==> src/rtl/ram_ctrl_pkg.sv <==
// rtl/ram_ctrl_pkg.sv - shared state encoding and size defaults for the RAM arbiter
package ram_ctrl_pkg;

    localparam int AW_DEF = 5;
    localparam int DW_DEF = 4;

    localparam logic [1:0] ST_IDLE   = 2'd0;
    localparam logic [1:0] ST_ACCESS = 2'd1;
    localparam logic [1:0] ST_DONE   = 2'd2;

    typedef enum logic [1:0] {
        S_IDLE   = ST_IDLE,
        S_ACCESS = ST_ACCESS,
        S_DONE   = ST_DONE
    } state_e;

endpackage

==> src/rtl/rr_arb2.sv <==
// rtl/rr_arb2.sv - combinational two-way round-robin pick
module rr_arb2 (
    input  logic [1:0] req,
    input  logic       ptr,
    output logic       gnt_valid,
    output logic       gnt_id
);

    always_comb begin
        gnt_valid = |req;
        gnt_id    = 1'b0;
        case (req)
            2'b01:   gnt_id = 1'b0;
            2'b10:   gnt_id = 1'b1;
            2'b11:   gnt_id = ptr;
            default: gnt_id = 1'b0;
        endcase
    end

endmodule

==> src/rtl/ram_arb2_ctrl.sv <==
// rtl/ram_arb2_ctrl.sv - two-client round-robin sequencer for a shared single-port RAM
module ram_arb2_ctrl
    import ram_ctrl_pkg::*;
#(
    parameter int AW = AW_DEF,
    parameter int DW = DW_DEF
) (
    input  logic          CLK,
    input  logic          RST,
    input  logic          REQ0,
    input  logic          WE0,
    input  logic [AW-1:0] A0,
    input  logic [DW-1:0] D0,
    input  logic          REQ1,
    input  logic          WE1,
    input  logic [AW-1:0] A1,
    input  logic [DW-1:0] D1,
    output logic          ACK0,
    output logic          ACK1,
    output logic [DW-1:0] RDATA,
    output logic          BUSY,
    output logic          RAM_WE,
    output logic [AW-1:0] RAM_A,
    output logic [DW-1:0] RAM_DI,
    input  logic [DW-1:0] RAM_DO
);

    state_e        state_q, state_d;
    logic          ptr_q, ptr_d;
    logic          id_q, id_d;
    logic          we_q, we_d;
    logic [AW-1:0] a_q, a_d;
    logic [DW-1:0] d_q, d_d;
    logic [DW-1:0] rdata_q, rdata_d;

    logic          gnt_valid;
    logic          gnt_id;

    rr_arb2 u_arb (
        .req       ({REQ1, REQ0}),
        .ptr       (ptr_q),
        .gnt_valid (gnt_valid),
        .gnt_id    (gnt_id)
    );

    always_comb begin
        state_d = state_q;
        ptr_d   = ptr_q;
        id_d    = id_q;
        we_d    = we_q;
        a_d     = a_q;
        d_d     = d_q;
        rdata_d = rdata_q;
        case (state_q)
            S_IDLE: begin
                if (gnt_valid) begin
                    id_d    = gnt_id;
                    we_d    = gnt_id ? WE1 : WE0;
                    a_d     = gnt_id ? A1 : A0;
                    d_d     = gnt_id ? D1 : D0;
                    state_d = S_ACCESS;
                end
            end
            S_ACCESS: begin
                // writes echo their own data so every ACK carries meaningful RDATA
                rdata_d = we_q ? d_q : RAM_DO;
                state_d = S_DONE;
            end
            S_DONE: begin
                ptr_d   = ~id_q;
                state_d = S_IDLE;
            end
            default: state_d = S_IDLE;
        endcase
    end

    always_ff @(posedge CLK) begin
        if (RST) begin
            state_q <= S_IDLE;
            ptr_q   <= 1'b0;
            id_q    <= 1'b0;
            we_q    <= 1'b0;
            a_q     <= '0;
            d_q     <= '0;
            rdata_q <= '0;
        end else begin
            state_q <= state_d;
            ptr_q   <= ptr_d;
            id_q    <= id_d;
            we_q    <= we_d;
            a_q     <= a_d;
            d_q     <= d_d;
            rdata_q <= rdata_d;
        end
    end

    // RST masks the strobe so a write interrupted by reset never lands in the RAM
    assign RAM_WE = (state_q == S_ACCESS) && we_q && !RST;
    assign RAM_A  = a_q;
    assign RAM_DI = d_q;
    assign ACK0   = (state_q == S_DONE) && !id_q;
    assign ACK1   = (state_q == S_DONE) && id_q;
    assign BUSY   = (state_q != S_IDLE);
    assign RDATA  = rdata_q;

endmodule

==> config.mk <==
export PLATFORM = sky130hd
export DESIGN_NAME = ram_arb2_ctrl
export DESIGN_NICKNAME = d
export VERILOG_FILES = /design/src/rtl/ram_ctrl_pkg.sv /design/src/rtl/rr_arb2.sv /design/src/rtl/ram_arb2_ctrl.sv
export SDC_FILE = /design/constraint.sdc
export NUM_CORES = 1
export LEC_CHECK = 0
export CORE_MARGIN = 3
export CORE_UTILIZATION = 38
export DETAILED_ROUTE_END_ITERATION = 10
export GPL_TIMING_DRIVEN = 0
export PLACE_DENSITY = 0.85
export SLEW_MARGIN = 0
export SYNTH_ARGS = -nofsm -noshare
export SYNTH_HDL_FRONTEND = slang
export SYNTH_SLANG_ARGS = --single-unit
==> constraint.sdc <==
create_clock -name CLK -period 1.31 [get_ports CLK]
set_input_delay 0.262 -clock CLK [delete_from_list [all_inputs] [get_ports CLK]]
set_output_delay 0.262 -clock CLK [all_outputs]
set_load 0.05 [all_outputs]
# Word level (Yosys, flattened, before mapping)
# Index checks and enable logic that the tools add are counted.
# classes
eq_ne	5
muxes	7
bitwise_logic	1
n_reduce_logical	10
# ops
op	n
4-bit two-way mux	2
2-bit == test, second input constant	3
5-bit two-way mux	1
1-bit logical AND	4
2-bit case mux with 2 select lines	1
2-bit by 1-bit == test with 1-bit output, second input constant	1
1-bit logical NOT	2
2-bit logical NOT	1
2-bit two-way mux	1
2-bit != test, second input constant	1
1-bit case mux with 2 select lines	1
2-bit AND reduction	1
2-bit nonzero test	1
2-bit OR reduction	1
1-bit two-way mux	1
1-bit inverter	1
# totals
regBits	18
input_bits	28
output_inout_bits	17
word_cells	30

# Longest topological paths before layout
# Gate-level depths: netlist (run 1).
# logic_depth
depth_word	3
depth_mapped	4
ltp_nobuf	4

# Hierarchy
# Synthesis (run 1) repeated with hierarchy kept, for this count alone.
# unflattened
hier_cells	84
hier_area_um2	862.1
# modules_own_cells
mod	n_inst	cells_each	area_per_inst_um2	seq_area_each_um2
ram_arb2_ctrl	1	81	844.6	360.3
rr_arb2	1	3	17.5	0.0

# Worst setup path before layout (run 1)
# OpenSTA, ideal clock, no wires.
# synth_path
path_kind	register to output
from	register state_q[1]
to	output ACK0
t_arrival_ns	1.618
t_required_ns	1.048
path_slack_ns	-0.570
path_stages_with_launch	2
path_buffers	0
cell_sequence	dfxtp_1 -> nor3b_1
# synth_between
elab_chain_cells	2
# synth_lines
element	line_no	source
from (decl)	ram_arb2_ctrl.sv:28	state_e state_q, state_d;
from (signal assigned)	ram_arb2_ctrl.sv:87	state_q <= state_d;
2-bit == test	ram_arb2_ctrl.sv:101	assign ACK0 = (state_q == S_DONE) && !id_q;
1-bit logical AND	ram_arb2_ctrl.sv:101	
to (decl)	ram_arb2_ctrl.sv:18	output logic ACK0,
# Every way passes these cells.

# Worst setup path after layout (run 1)
# layout_path
from	register state_q[0]
to	output RAM_WE
# layout_between
elab_chain_cells	3
# layout_lines
element	line_no	source
2-bit by 1-bit == test with 1-bit output	ram_arb2_ctrl.sv:98	assign RAM_WE = (state_q == S_ACCESS) && we_q && !RST;
1-bit logical AND (2 in series)	ram_arb2_ctrl.sv:98	
to (decl)	ram_arb2_ctrl.sv:22	output logic RAM_WE,
# Every way passes these cells.

==> run metrics, run 1 <==
CP max stage cell dfxtp_4; setup ws final -0.2051 ns; Hold WC Path Type input port to flip-flop; CP arrival roughly 1.3 ns; Site Rows 16; Internal ~0.001 W; Tightest Pin Transition slightly below 0.5 ns; Setup Crit Path Kind flip-flop to primary output; Die Area approximately 0.0029 mm²; hold_buf cts 0; Seq/Total Area, Yosys 0.4180; Post-Route WL approximately 2600 µm; total global routing overflow 0; CTS root buffer clkbuf_4; Residual DRC 0; Netlist cell types 21; share of layout cells above drive strength 1 0.2819; TritonCTS clock tree yes; routed vias between 900 and 1000; Max clock buf depth 2; width of the chip approximately 54 µm; fin util 0.6687; CP Capture Type primary output; RSZ-0062 raised after global routing true; failing checks negative setup slack; Design Area, Final 0.001379 mm²; Netlist Area Pre-Place between 800 and 900 µm²; crit-path cells nor2b_4 > and2b_1 > and2_4 > buf_8; Non-Filler Instances roughly 180; critical path launch point type flip-flop; Slew Limit Fails 0; Worst VDD drop 0.5927 mV; clock power share 0.224; final cycle utilization of the critical path 1.157; post-synth top area share 0.4180; die height approximately 54 µm; layout filler cell count between 150 and 200; PD cells 1141 mW/mm²; Required @ worst endpoint 1.05 ns; number of global-route vias before repair approximately 960; clock sinks 18; Net Switching 0.0005723 W; YS warnings 0; I/O Buffers 43; DR pass1 iterations 4; Area contributors post-synth dfxtp_1, a311oi_1, a21oi_1; Setup Viol. Count Final 4; normalized max-slew margin 0.6725; LEAKAGE approximately 0.56 nW; Hold Fails Final Rpt 0; post-DR wirelength/cell 14.72 µm; Synth-to-Final Area Change 59.94%; core area roughly 0.0021 mm²; # diodes 0; global placement routability congestion about 0.78; skew final about 0.0018 ns; drt via density 5.403; initial core utilization 0.4181; All-Layer GR Usage 0.2097; Antenna Violating Nets Remaining 0; crit path max fanout 4; Ports 45; clk slew on worst S/H paths 0.11 ns; post-synth top area cell dfxtp_1; CTS Buf Count 3; DP HPWL ~1900 µm; initial antenna violation count 0; outcome complete, but fails checks; Synth Area per Inst approximately 8.6 µm²; f_max approximately 660 MHz; Hold WS 0.2472 ns; Comb pwr share 0.368; first-pass GRT wire length between 4000 and 5000 µm; placed cells between 150 and 200; Clk Latency, worst-skew pair approximately 0.30 ns; placement-stage cell area 0.001336 mm²; number of synthesized register bits 18; Post-Syn Nets 128; final worst path period need 1.515 ns; crit-path max cell delay ~0.37 ns; initial DRC count 5; cell count after synthesis 100; Sequential Power Share 0.408; switch share 0.3638; maxcap violations 0; H-tree level count 1; largest net degree at the start of global routing 11; Layout Nets 178
registers in the layout, indices dropped and copies added, names as in the netlist:
signal / count
RAM_A: 5
RAM_DI: 4
RDATA: 4
state_q: 2
id_q: 1
ptr_q: 1
we_q: 1
repair_timing:
| item | in CTS | in global routing |
|---|---|---|
| pin swaps | 0 | 2 |
| resized for setup | 81 | 19 |
| cloned | 0 | 0 |
| buffers inserted | 1 | 2 |
| setup endpoints to repair | 17 | 13 |
cells by family after synthesis:
family | after synthesis | share of synthesized area
buffers and inverters | 12 | 0.07837
multiplexers | 4 | 0.04645
AND/OR/NAND/NOR | 29 | 0.1872
flip-flops | 18 | 0.4180
AO/OA/AOI/OAI | 37 | 0.2700
through the flow:
| stage | setup slack (ns) | total power [W] | setup TNS [ns] |
|---|---|---|---|
| 2_1_floorplan | -0.04846 | 0.001018 | -0.07412 |
| 3_3_place_gp | -0.7149 | 0.001232 | -4.602 |
| 3_5_place_dp | -0.7337 | 0.001241 | -5.150 |
| 4_1_cts | -0.2113 | 0.001570 | -0.3866 |
| 5_1_grt | -0.2525 | 0.001653 | -0.7853 |
| 6_report | -0.2051 | 0.001573 | -0.5127 |
placed cells by master, fill, tap and decap left out, types with 4 or more instances in the layout:
| master | synthesis | routed |
|---|---|---|
| buf_2 | 3 | 12 |
| mux2i_1 | 4 | 4 |
| clkbuf_4 | 0 | 4 |
| nor2_1 | 7 | 6 |
| o21ai_0 | 11 | 11 |
| buf_6 | 0 | 4 |
| a211oi_1 | 4 | 4 |
| nand3_1 | 11 | 11 |
| dfxtp_1 | 18 | 16 |
| clkdlybuf4s50_1 | 0 | 24 |
| a21oi_1 | 12 | 12 |
| buf_4 | 5 | 6 |
| a311oi_1 | 10 | 9 |
synth_stat cells:
| cell | instances |
|---|---|
| dfxtp_1 | 18 |
| a21oi_1 | 12 |
| nand3_1 | 11 |
| o21ai_0 | 11 |
| a311oi_1 | 10 |
| nor2_1 | 7 |
| buf_4 | 5 |
| a211oi_1 | 4 |
| mux2i_1 | 4 |
| buf_2 | 3 |
| inv_1 | 2 |
| nand2b_1 | 2 |
| nor2_4 | 2 |
| nor2b_1 | 2 |
| and2_1 | 1 |
| and2b_1 | 1 |
| clkbuf_1 | 1 |
| inv_2 | 1 |
| nor3_1 | 1 |
| nor3b_1 | 1 |
| or2_1 | 1 |
final timing paths:
check / from / end / slack, ns / cells after the start
setup / recovery: state_q[0] / RAM_WE / -0.21 / 4
setup reg to reg: state_q[0] / RAM_A[0] / 0.07 / 5
hold / removal: RST / RAM_A[2] / 0.25 / 2
hold reg to reg: RDATA[2] / RDATA[2] / 0.50 / 2
power groups by stage:
stage | combinational (W) | clock (W) | sequential (W)
3_3_place_gp | 0.000580 | 0 | 0.000652
6_report | 0.000578 | 0.000352 | 0.000642
2_1_floorplan | 0.000216 | 0 | 0.000803
3_5_place_dp | 0.000587 | 0 | 0.000654
4_1_cts | 0.000576 | 0.000350 | 0.000644
5_1_grt | 0.000620 | 0.000384 | 0.000650
layer usage:
metal,track usage,share of wire
met2,0.3633,0.49
met5,0,0
met1,0.2399,0.41
met3,0.05540,0.076
met4,0.09362,0.022
worst max-delay path, delay by kind of cell (launching register included):
kind          cells  cell delay (ns)
flops             1             0.37
buf+inv           1             0.14
simple gates      3             0.44
final cells by class:
cell class                 instances  area, µm²  share of cell area
buffer                             8      55.05             0.03993
clock buffer                       4      36.28             0.02632
inverter                           3      11.26            0.008167
multi-input combinational         70      457.9              0.3321
sequential                        18      365.4              0.2650
tap                               27      33.78             0.02450
timing repair buffer              46      419.2              0.3040
(Power assumes the default switching activity.)
==> run 2: changes to the inputs <==
CELL_PAD_IN_SITES_DETAIL_PLACEMENT = 1   (was unset)
CELL_PAD_IN_SITES_GLOBAL_PLACEMENT = 1   (was unset)
CORE_UTILIZATION = 27   (was 38)
SLEW_MARGIN = 10   (was 0)
==> run 2 against run 1 <==
Compared with the run above: the run still ends with negative setup slack left; register-to-register slack barely moved; critical path depth unchanged; cell area grew 4.5%; setup slack worse by 0.016 ns; non-clock buffer count up 4; sequential share of layout area is 0.98 points lower; final cell count is 11% higher; utilization decreased by 17 points; clock skew up 0.00079 ns; critical endpoint unchanged; critical path type unchanged; global-route usage shrank 4.8 points; clock-buffer cell count stayed put; power up 2.8%.
==> run metrics, run 2 (same netlist as run 1, synthesis figures left out) <==
Max clock buf depth 2; Hold Fails Final Rpt 0; Antenna Violating Nets Remaining 0; RSZ-0062 raised after global routing true; Multi-input gate area 471.7 µm²; clock sinks 18; Ports 45; Setup Crit Path Kind flip-flop to primary output; CTS Buf Count 3; final cycle utilization of the critical path 1.169; Hold WS roughly 0.24 ns; total global routing overflow 0; CTS root buffer clkbuf_4; skew final 0.002561 ns; normalized max-slew margin 0.6654; routed vias about 1000; setup ws final -0.2215 ns; Worst VDD drop 0.3705 mV; delay-heaviest family, CP simple AND/OR/NAND/NOR gates; share of layout cells above drive strength 1 0.3072; Hold WC Path Type input port to flip-flop; crit-path max cell delay roughly 0.38 ns; crit-path cells nor2b_4 > and2b_1 > and2_4 > buf_8; CP Capture Type primary output; placed cells between 150 and 200; All-Layer GR Usage 0.1621; largest net degree at the start of global routing 11; Tightest Pin Transition roughly 0.5 ns; LEAKAGE 0.5879 nW; DP HPWL roughly 2200 µm; CP arrival between 1 and 1.5 ns; Die Area 0.003907 mm²; Clk Latency, worst-skew pair roughly 0.31 ns; core area just under 0.003 mm²; Synth-to-Final Area Change 67.20%; failing checks negative setup slack; commonest non-fill, non-tap cell in the layout clkdlybuf4s50_1; critical path launch point type flip-flop; placement-stage cell area between 0.001 and 0.0015 mm²; flip-flop count of the largest register after layout 5; initial core utilization 0.2972; post-DR wirelength/cell around 16 µm; TritonCTS clock tree yes; Layout Nets approximately 180; Non-Filler Instances roughly 200; hold_buf cts 0; final worst path period need 1.531 ns; Required @ worst endpoint 1.05 ns; Setup Viol. Count Final 4; I/O Buffers 43; maxcap violations 0; initial DRC count 46; H-tree level count 1; CP max stage cell dfxtp_4; DR pass1 iterations 4; Residual DRC 0; most frequent cells in the layout clkdlybuf4s50_1, dfxtp_1, buf_2; Design Area, Final ~0.0014 mm²; fin util 0.4970; Site Rows 19; # diodes 0; PD cells between 1000 and 1500 mW/mm²; global placement routability congestion 0.7442; drt via density 5.000; f_max between 600 and 700 MHz; width of the chip 62.51 µm; Post-Route WL 3182 µm; first-pass GRT wire length roughly 5000 µm; Placement Setup Slack -0.7459 ns; initial antenna violation count 0; number of global-route vias before repair 1054; clk slew on worst S/H paths 0.11 ns; layout filler cell count 356; worst path buffer plus inverter count 1; die height ~63 µm; Slew Limit Fails 0; crit path max fanout 4; outcome complete, but fails checks; Seq. cell area 367.9 µm²
==> run 2: area by class of cell <==
type                    count  share of cell area
well taps                  42             0.03646
multi-input cells          70              0.3273
inverters                   3            0.009549
plain buffers               8             0.03819
clock buffers               4             0.02517
repair buffers             50              0.3082
flip-flops and latches     18              0.2552
==> run 2: where the power goes <==
group	switching (W)	total (W)	internal (W)
combinational	0.000371	0.000613	0.000242
clock	0.000190	0.000360	0.000170
sequential	0.0000399	0.000643	0.000604
==> run 2: timing repair <==
| action | 4_1_cts | 5_1_grt |
|---|---|---|
| gates cloned | 0 | 1 |
| buffers inserted | 4 | 2 |
| resized for setup | 84 | 26 |
| endpoints found under the setup margin | 17 | 20 |
| pin swaps | 1 | 2 |
==> run 2: worst reg2reg max path: cells and delay by family (launching register included) <==
kind,cells,cell delay (ns)
flip-flops,1,0.39
AO/OA/AOI/OAI,2,0.34
buffers and inverters,2,0.26
AND/OR/NAND/NOR,1,0.14
==> run 2: worst paths after layout <==
path | from | end | slack [ns] | depth (start not counted)
worst max-delay path | state_q[0] | RAM_WE | -0.22 | 4
worst min-delay path | RST | RAM_A[0] | 0.24 | 2
worst max register to register | state_q[1] | RAM_DI[2] | 0.08 | 5
worst min register to register | RDATA[3] | RDATA[3] | 0.51 | 2
==> run 2: per-layer routing <==
layer	track usage	up-vias	wire, µm
li1	-	474	-
met1	0.1767	457	1212
met2	0.2956	39	1724
met3	0.03597	5	192
met4	0.07438	0	53
met5	0	-	0
==> run 2: stage by stage <==
step	setup TNS (ns)	total power (W)
after floorplan	-0.07412	0.001018
after global placement	-4.674	0.001236
after detailed placement	-5.597	0.001255
after CTS	-0.4890	0.001611
after global routing	-0.6234	0.001692
final	-0.4771	0.001616
